## src/rtl/mem_sequencer.sv

```systemverilog
// mem_sequencer: sequences single read/write accesses to an asynchronous
// SRAM-style memory with explicit setup/strobe/hold phases.
//
// Ports:
//   clk, rst              clock (rising edge) and asynchronous active-high reset
//   rd_req, wr_req        level requests, only looked at while idle (read wins)
//   req_addr, req_wdata   request address / write data, latched on accept
//   mem_addr, mem_wdata   registered address / write data to the memory
//   mem_cs, mem_oe, mem_we  registered active-high memory strobes
//   mem_rdata, mem_ready  memory read data and completion strobe
//   state                 one-hot FSM state for the 7-segment display
//   rd_data               last successfully captured read value
//   busy                  high whenever the FSM is not idle
//   err                   sticky wait-timeout flag, cleared by the next request
module mem_sequencer #(
  parameter int ADDR_W      = 16,
  parameter int WAIT_MAX    = 255,
  parameter int HOLD_CYCLES = 50000000
) (
  input  logic              clk,
  input  logic              rst,
  input  logic              rd_req,
  input  logic              wr_req,
  input  logic [ADDR_W-1:0] req_addr,
  input  logic [15:0]       req_wdata,
  output logic [ADDR_W-1:0] mem_addr,
  output logic [15:0]       mem_wdata,
  output logic              mem_cs,
  output logic              mem_oe,
  output logic              mem_we,
  input  logic [15:0]       mem_rdata,
  input  logic              mem_ready,
  output logic [11:0]       state,
  output logic [15:0]       rd_data,
  output logic              busy,
  output logic              err
);

  typedef enum logic [11:0] {
    S_IDLE       = 12'h001,
    S_READ_ST0   = 12'h002,
    S_READ_ST1   = 12'h004,
    S_READ_ST2   = 12'h008,
    S_READ_WAIT  = 12'h010,
    S_READ_DONE  = 12'h020,
    S_WRITE_ST0  = 12'h040,
    S_WRITE_ST1  = 12'h080,
    S_WRITE_ST2  = 12'h100,
    S_WRITE_ST3  = 12'h200,
    S_WRITE_ST4  = 12'h400,
    S_WRITE_WAIT = 12'h800
  } state_t;

  // Hold counter only ever counts up to HOLD_CYCLES-1, so it cannot wrap.
  localparam int                HOLD_W       = $clog2(HOLD_CYCLES + 1);
  localparam logic [HOLD_W-1:0] LP_HOLD_LAST = HOLD_W'(HOLD_CYCLES - 1);
  localparam logic [HOLD_W-1:0] LP_HOLD_ONE  = HOLD_W'(1);
  localparam logic [15:0]       LP_WAIT_MAX  = 16'(WAIT_MAX);

  state_t              r_state, w_state_next;
  logic [15:0]         r_wait_cnt, w_wait_cnt_next, w_wait_inc;
  logic [HOLD_W-1:0]   r_hold_cnt, w_hold_cnt_next;
  logic [ADDR_W-1:0]   r_mem_addr;
  logic [15:0]         r_mem_wdata, r_rd_data;
  logic                r_mem_cs, r_mem_oe, r_mem_we, r_busy, r_err;
  logic                w_cs_next, w_oe_next, w_we_next;
  logic                w_start_rd, w_start_wr, w_capture, w_timeout;

  assign w_wait_inc = r_wait_cnt + 16'd1;

  // Next-state logic. Counters default to zero so they are automatically
  // cleared on entry to the WAIT / DONE states.
  always_comb begin
    w_state_next    = r_state;
    w_wait_cnt_next = '0;
    w_hold_cnt_next = '0;
    w_start_rd      = 1'b0;
    w_start_wr      = 1'b0;
    w_capture       = 1'b0;
    w_timeout       = 1'b0;
    case (r_state)
      S_IDLE: begin
        if (rd_req) begin
          w_state_next = S_READ_ST0;
          w_start_rd   = 1'b1;
        end else if (wr_req) begin
          w_state_next = S_WRITE_ST0;
          w_start_wr   = 1'b1;
        end
      end
      S_READ_ST0: w_state_next = S_READ_ST1;
      S_READ_ST1: w_state_next = S_READ_ST2;
      S_READ_ST2: w_state_next = S_READ_WAIT;
      S_READ_WAIT: begin
        // mem_ready has priority over the timeout on the final wait cycle
        if (mem_ready) begin
          w_state_next = S_READ_DONE;
          w_capture    = 1'b1;
        end else if (w_wait_inc == LP_WAIT_MAX) begin
          w_state_next = S_IDLE;
          w_timeout    = 1'b1;
        end else begin
          w_wait_cnt_next = w_wait_inc;
        end
      end
      S_READ_DONE: begin
        if (r_hold_cnt == LP_HOLD_LAST) w_state_next = S_IDLE;
        else w_hold_cnt_next = r_hold_cnt + LP_HOLD_ONE;
      end
      S_WRITE_ST0: w_state_next = S_WRITE_ST1;
      S_WRITE_ST1: w_state_next = S_WRITE_ST2;
      S_WRITE_ST2: w_state_next = S_WRITE_ST3;
      S_WRITE_ST3: w_state_next = S_WRITE_ST4;
      S_WRITE_ST4: w_state_next = S_WRITE_WAIT;
      S_WRITE_WAIT: begin
        if (mem_ready) begin
          w_state_next = S_IDLE;
        end else if (w_wait_inc == LP_WAIT_MAX) begin
          w_state_next = S_IDLE;
          w_timeout    = 1'b1;
        end else begin
          w_wait_cnt_next = w_wait_inc;
        end
      end
      // Any non-one-hot value falls back to idle with strobes low.
      default: w_state_next = S_IDLE;
    endcase
  end

  // Strobes are decoded from the next state and registered alongside it, so
  // they change on the same edge as the state and never glitch.
  always_comb begin
    w_cs_next = 1'b0;
    w_oe_next = 1'b0;
    w_we_next = 1'b0;
    case (w_state_next)
      S_READ_ST1:                 w_cs_next = 1'b1;
      S_READ_ST2, S_READ_WAIT: begin
        w_cs_next = 1'b1;
        w_oe_next = 1'b1;
      end
      S_WRITE_ST2, S_WRITE_ST3: begin
        w_cs_next = 1'b1;
        w_we_next = 1'b1;
      end
      S_WRITE_ST1, S_WRITE_ST4, S_WRITE_WAIT: w_cs_next = 1'b1;
      default: ;
    endcase
  end

  always_ff @(posedge clk or posedge rst) begin
    if (rst) begin
      r_state     <= S_IDLE;
      r_wait_cnt  <= '0;
      r_hold_cnt  <= '0;
      r_mem_addr  <= '0;
      r_mem_wdata <= '0;
      r_rd_data   <= '0;
      r_mem_cs    <= 1'b0;
      r_mem_oe    <= 1'b0;
      r_mem_we    <= 1'b0;
      r_busy      <= 1'b0;
      r_err       <= 1'b0;
    end else begin
      r_state    <= w_state_next;
      r_wait_cnt <= w_wait_cnt_next;
      r_hold_cnt <= w_hold_cnt_next;
      r_mem_cs   <= w_cs_next;
      r_mem_oe   <= w_oe_next;
      r_mem_we   <= w_we_next;
      r_busy     <= (w_state_next != S_IDLE);
      if (w_start_rd || w_start_wr) begin
        r_mem_addr <= req_addr;
        r_err      <= 1'b0;
      end
      if (w_start_wr) r_mem_wdata <= req_wdata;
      if (w_capture)  r_rd_data   <= mem_rdata;
      if (w_timeout)  r_err       <= 1'b1;
    end
  end

  assign state     = r_state;
  assign mem_addr  = r_mem_addr;
  assign mem_wdata = r_mem_wdata;
  assign mem_cs    = r_mem_cs;
  assign mem_oe    = r_mem_oe;
  assign mem_we    = r_mem_we;
  assign rd_data   = r_rd_data;
  assign busy      = r_busy;
  assign err       = r_err;

endmodule
```

## config.mk

```make
export PLATFORM = sky130hd
export DESIGN_NAME = mem_sequencer
export DESIGN_NICKNAME = d
export VERILOG_FILES = /design/src/rtl/mem_sequencer.sv
export SDC_FILE = /design/constraint.sdc
export NUM_CORES = 1
export LEC_CHECK = 0
export ABC_AREA = 1
export CAP_MARGIN = 20
export CELL_PAD_IN_SITES_DETAIL_PLACEMENT = 1
export CELL_PAD_IN_SITES_GLOBAL_PLACEMENT = 2
export CORE_AREA = 2 2 133 135
export CTS_BUF_LIST = sky130_fd_sc_hd__clkbuf_8
export DETAILED_ROUTE_END_ITERATION = 10
export DIE_AREA = 0 0 135 137
export GPL_ROUTABILITY_DRIVEN = 0
export GPL_TIMING_DRIVEN = 0
export PLACE_DENSITY = 0.79
export SLEW_MARGIN = 5
export SYNTH_ARGS = -nofsm -noshare
export SYNTH_HDL_FRONTEND = slang
export SYNTH_SLANG_ARGS = --single-unit
```

## constraint.sdc

```tcl
create_clock -name clk -period 4.2 [get_ports clk]
set_clock_uncertainty 0.1 [all_clocks]
set_input_delay 0.84 -clock clk [delete_from_list [all_inputs] [get_ports clk]]
set_output_delay 0.84 -clock clk [all_outputs]
set_load 0.02 [all_outputs]
```

== After elaboration in Yosys (flattened, before gate mapping) ==
Cells that the tools add are included.

* Word-level logic and storage cells: 69
* Output and inout port bits: 65
* Flip-flop bits (word level): 107
* Input bits: 53

* Reduce and logical (&&, ||, !) cells: 6
* $add $sub $neg: 2
* Mux-type cells: 27
* Equal/unequal tests: 23

{| class="wikitable"
|+ Operators with widths
! kind !! number
|-
| case mux 12 bit (12 select lines) || 1
|-
| 2-to-1 mux 12 bit || 6
|-
| 2-to-1 mux 26 bit || 2
|-
| 2-to-1 mux 16 bit || 3
|-
| adder 26 x 1 -> 26 bit, second input constant || 1
|-
| == test 26 bit, second input constant || 1
|-
| == test 12 x 10 -> 1 bit, second input constant || 2
|-
| == test 12 x 11 -> 1 bit, second input constant || 2
|-
| == test 12 bit, second input constant || 2
|-
| == test 12 x 3 -> 1 bit, second input constant || 2
|-
| == test 12 x 4 -> 1 bit, second input constant || 2
|-
| == test 12 x 5 -> 1 bit, second input constant || 2
|-
| == test 12 x 8 -> 1 bit, second input constant || 2
|-
| == test 12 x 9 -> 1 bit, second input constant || 2
|-
| adder 16 x 1 -> 16 bit, second input constant || 1
|-
| == test 16 x 8 -> 1 bit, second input constant || 1
|-
| 2-to-1 mux 1 bit || 15
|-
| == test 12 x 1 -> 1 bit, second input constant || 1
|-
| == test 12 x 2 -> 1 bit, second input constant || 1
|-
| == test 12 x 6 -> 1 bit, second input constant || 1
|-
| == test 12 x 7 -> 1 bit, second input constant || 1
|-
| inequality test 12 x 1 -> 1 bit, second input constant || 1
|-
| OR reduction 8 bit || 1
|-
| OR reduction 2 bit || 3
|-
| other kinds (2) || 2
|}

== Logic depth before layout (Yosys ltp) ==
* Depth after elaboration: 8
* Depth in mapped cells: 16
* Depth with buffers taken out: 16

== Worst setup path before layout ==
Ideal clock, no wire load.

* Path type: register to register
* Start: reg r_state[0] (netlist: state[0])
* End: reg r_mem_addr[0] (netlist: mem_addr[0])
* Setup slack: 2.201 ns
* Arrival time: 1.782 ns
* Buffers on the path: 1
* Stages on the path, launching flop included: 9
* Period minus slack after synthesis: 1.999 ns
* Path through: dfstp_2 > inv_1 > nor4_1 > nand2_1 > a21oi_2 > inv_2 > buf_2 > nand2_1 > nand2_1

* Cells in the longest elaborated chain, start to end: 3

{| class="wikitable"
|+ Ends and longest elaborated chain
! element !! line !! source
|-
| start, declared || 60 || <nowiki>state_t r_state, w_state_next;</nowiki>
|-
| start signal, assigned || 165 || <nowiki>r_state <= w_state_next;</nowiki>
|-
| == test 12 x 1 -> 1 bit * || 81 || <nowiki>case (r_state)</nowiki>
|-
| 2-to-1 mux 1 bit || 81 ||
|-
| logical OR 1 bit * || 172 || <nowiki>if (w_start_rd || w_start_wr) begin</nowiki>
|-
| end signal, assigned || 173 || <nowiki>r_mem_addr <= req_addr;</nowiki>
|-
| end, declared || 63 || <nowiki>logic [ADDR_W-1:0] r_mem_addr;</nowiki>
|}

Mark *: on every way between the ends. The rest lies on a longest branch, timed or not.
A chain may end at the register's enable or synchronous reset.

== Worst setup path after layout ==
* Start: reg r_state[0] (netlist: state[0])
* End: out state[0]

{| class="wikitable"
|+ RTL lines
! element !! line !! source
|-
| end, declared || 33 || <nowiki>output logic [11:0] state,</nowiki>
|}

No word-level cell between the ends.

==> flow_summary_export.csv <==
group,metric,value,unit
run_status,status,"completed",
sta,fmax,394.3,MHz
yosys,synth.distinct_cells,41,
power_and_ir_drop,ir_drop,0.2650,mV
sta,report.final.slew_viol_count,0,
floorplan,rows,48,
clocking,cts_resized,0,
setup_path,cp_top_family,"buffers and inverters",
route,drc,0,
sta,fin_ws,1664,ps
grt,grt_use_total,0.1565,
setup_path,r2r_start,"state[1]",
power_and_ir_drop,power.density,493.7,nW/µm²
setup_path,slowest_delay,640,ps
setup_path,crit_path_start_kind,"register",
sta,holdWs,378.8,ps
yosys,synth_edf_count,0,
route,num_vias,4337,
sta,relSlewSlack,0.7095,
setup_path,reg2reg_depth,8,
setup_path,worstSetupPathType,"register to output pin",
yosys,ys_seq_elements,107,
placement,io_buffers,117,
yosys,yosysTopAreaCell,"dfrtp_1",
setup_path,rrSetupSlack,1780,ps
yosys,netlist_area,5027,µm²
clocking,h-tree-depth,3,
floorplan,die_area,18500,µm²
sta,setup_viol,0,
sta,tightest_slew,435.8,ps
setup_path,cp.required,3260,ps
yosys,yosys-top-cells-area,"dfrtp_1, nand2_1, inv_1",
setup_path,cp.depth,1,
yosys,postSynthAreaPerCell,8.820,µm²
route,drtIter0Drc,186,
clocking,cts_tree,"built",
grt,grt_pass1_wl,22.80,mm
route,wl,13.87,mm
yosys,synth_top_cells_by_count,"nand2_1, dfrtp_1, inv_1",
placement,hpwl,10.65,mm
clocking,ctsRootBufferMaster,"clkbuf_8",
floorplan,fp.dieW,135,µm
flow_run,drv_cap,0,
placement,dp_slack,1573,ps
grt,grt_pass1_vias,4619,
clocking,max-clock-path-buffers,2,
floorplan,core,17060,µm²
setup_path,cp_cell_sequence,"clkdlybuf4s50_1",
sta,fin_crit,2536,ps
sta,fin_crit_sh,0.6038,
power_and_ir_drop,p_leak,3.112,nW
yosys,ys_seq_area_frac,0.5329,
yosys,synth_most_common_cell,"nand2_1",
clocking,clkTransAtPathRegs,100,ps
floorplan,die_h,137,µm
clocking,numCtsBuffers,9,
floorplan,io-pin-count,118,
layout,antenna_cells,0,
setup_path,crit_path_max_fanout,4,
floorplan,start_util,0.2947,
grt,antenna_found_initial,0,
grt,grt-ovfl-total,0,
route,ant_nets,0,
yosys,syn_inst,570,
layout,areaGrowthSynthToFinish,34.20,%
sta,rsz0062_at_grt,"false",
route,drt_first_pass_iters,4,
clocking,postCtsSetupRepairBufs,0,
yosys,yosysTopAreaCellShare,0.5276,
clocking,clock_sinks,107,
min_path,hold_path_end,"mem_addr[9]",
setup_path,arrival,1600,ps
yosys,yosys_warnings,0,
clocking,postCtsHoldBufs,0,
yosys,ys_async_sr_fraction,1.000,
yosys,syn-num-nets,626,
layout,fin_nets,755,
setup_path,critical_path_buf_inv_count,1,
setup_path,critPathCaptureType,"output pin",
grt,grt_max_degree,64,
sta,hold_viol,0,
route,avgViaCountPerCell,4.668,
clocking,clkLatencyLatePin,380,ps
setup_path,cp_slowest_cell,"clkdlybuf4s50_1",
min_path,hold_start,"mem_addr[9]",
min_path,worstHoldPathType,"register to register",
route,wl_per_cell,14.93,µm
yosys,synth_flop_cell,"dfrtp_1",
min_path,holdPathStages,2,
layout,fillers,2032,
layout,drive_above_1_share,0.1179,
setup_path,reg2reg_to,"rd_data[1]",
==> layer usage <==
metal,track usage,part of all wire,vias up
li1,-,-,2099
met1,0.1837,0.43,2162
met2,0.2831,0.52,70
met3,0.04593,0.044,6
met4,0.03414,0.0077,0
met5,0,0,-
==> where the power goes <==
group	internal, mW	leakage (nW)	switching (mW)
Clock	0.358	0.115	0.378
Sequential	1.24	1.44	0.121
Combinational	0.542	1.56	0.690
==> layout make-up <==
class	count	area, µm²	area share
Sequential cell	107	2679	0.3971
Multi-Input combinational cell	391	2067	0.3064
Timing Repair Buffer	118	1199	0.1777
Tap cell	225	281.5	0.04173
Inverter	64	246.5	0.03654
Clock buffer	10	137.6	0.02040
Clock inverter	6	96.34	0.01428
Buffer	8	40.04	0.005935
==> worst register-to-register path, cell delays in order (launching register included) <==
cell and delay, ps:
dfrtp_1 440, nor2_1 180, nand2_1 110, nor2_1 270, nand4_1 260, inv_1 110
nand2_1 250, buf_2 310, mux2_2 290
==> state kept, by name (all words and copies together) (netlist names) <==
register and cells:
rd_data 16, busy 1, mem_cs 1, state 12
mem_addr 16, mem_we 1, r_hold_cnt 26, err 1
mem_wdata 16, mem_oe 1, r_wait_cnt 16
==> placed cells by master, fill, tap and decap left out, types with 7 or more instances in the layout <==
cell type	netlist	layout
nor2_1	54	54
clkbuf_8	0	10
o21ai_0	12	12
a21oi_1	22	22
nand3_1	17	17
nand4_1	23	23
dfrtp_1	106	106
clkdlybuf4s50_1	0	117
nand2_1	173	173
buf_2	8	8
nand2_2	7	7
mux2_2	16	16
nor2_2	8	8
inv_1	59	58
==> logic make-up after synthesis <==
kind of cell | count (synthesis) | share of synthesized area
AO/OA/AOI/OAI | 46 | 0.05053
XOR/XNOR | 3 | 0.005227
adder cells (fa/ha/maj) | 3 | 0.007467
buffers and inverters | 72 | 0.05600
flip-flops | 107 | 0.5329
multiplexers | 16 | 0.03584
AND/OR/NAND/NOR | 323 | 0.3121
==> how the worst max path moves through the flow <==
stage	start	to	slack, ps
3_3_place_gp	rst	r_wait_cnt[14]	-1350
2_1_floorplan	rst	busy	440
3_5_place_dp	mem_ready	rd_data[1]	1570
5_1_grt	state[8]	r_hold_cnt[14]	1550
6_report	state[0]	state[0]	1660
4_1_cts	state[0]	state[0]	1630
==> through the flow <==
stage                       util  cell area [µm²]  std cells  setup TNS [ps]  total power, mW
after floorplan                -             5027        570               0            2.006
after global placement    0.3799             6480        912         -142880            2.583
after detailed placement  0.3818             6513        913               0            2.632
after CTS                 0.3955             6746        929               0            3.395
after global routing      0.3955             6746        929               0            3.546
final                     0.3955             6746        929               0            3.331
No activity file was read; power rests on OpenSTA's default activity.
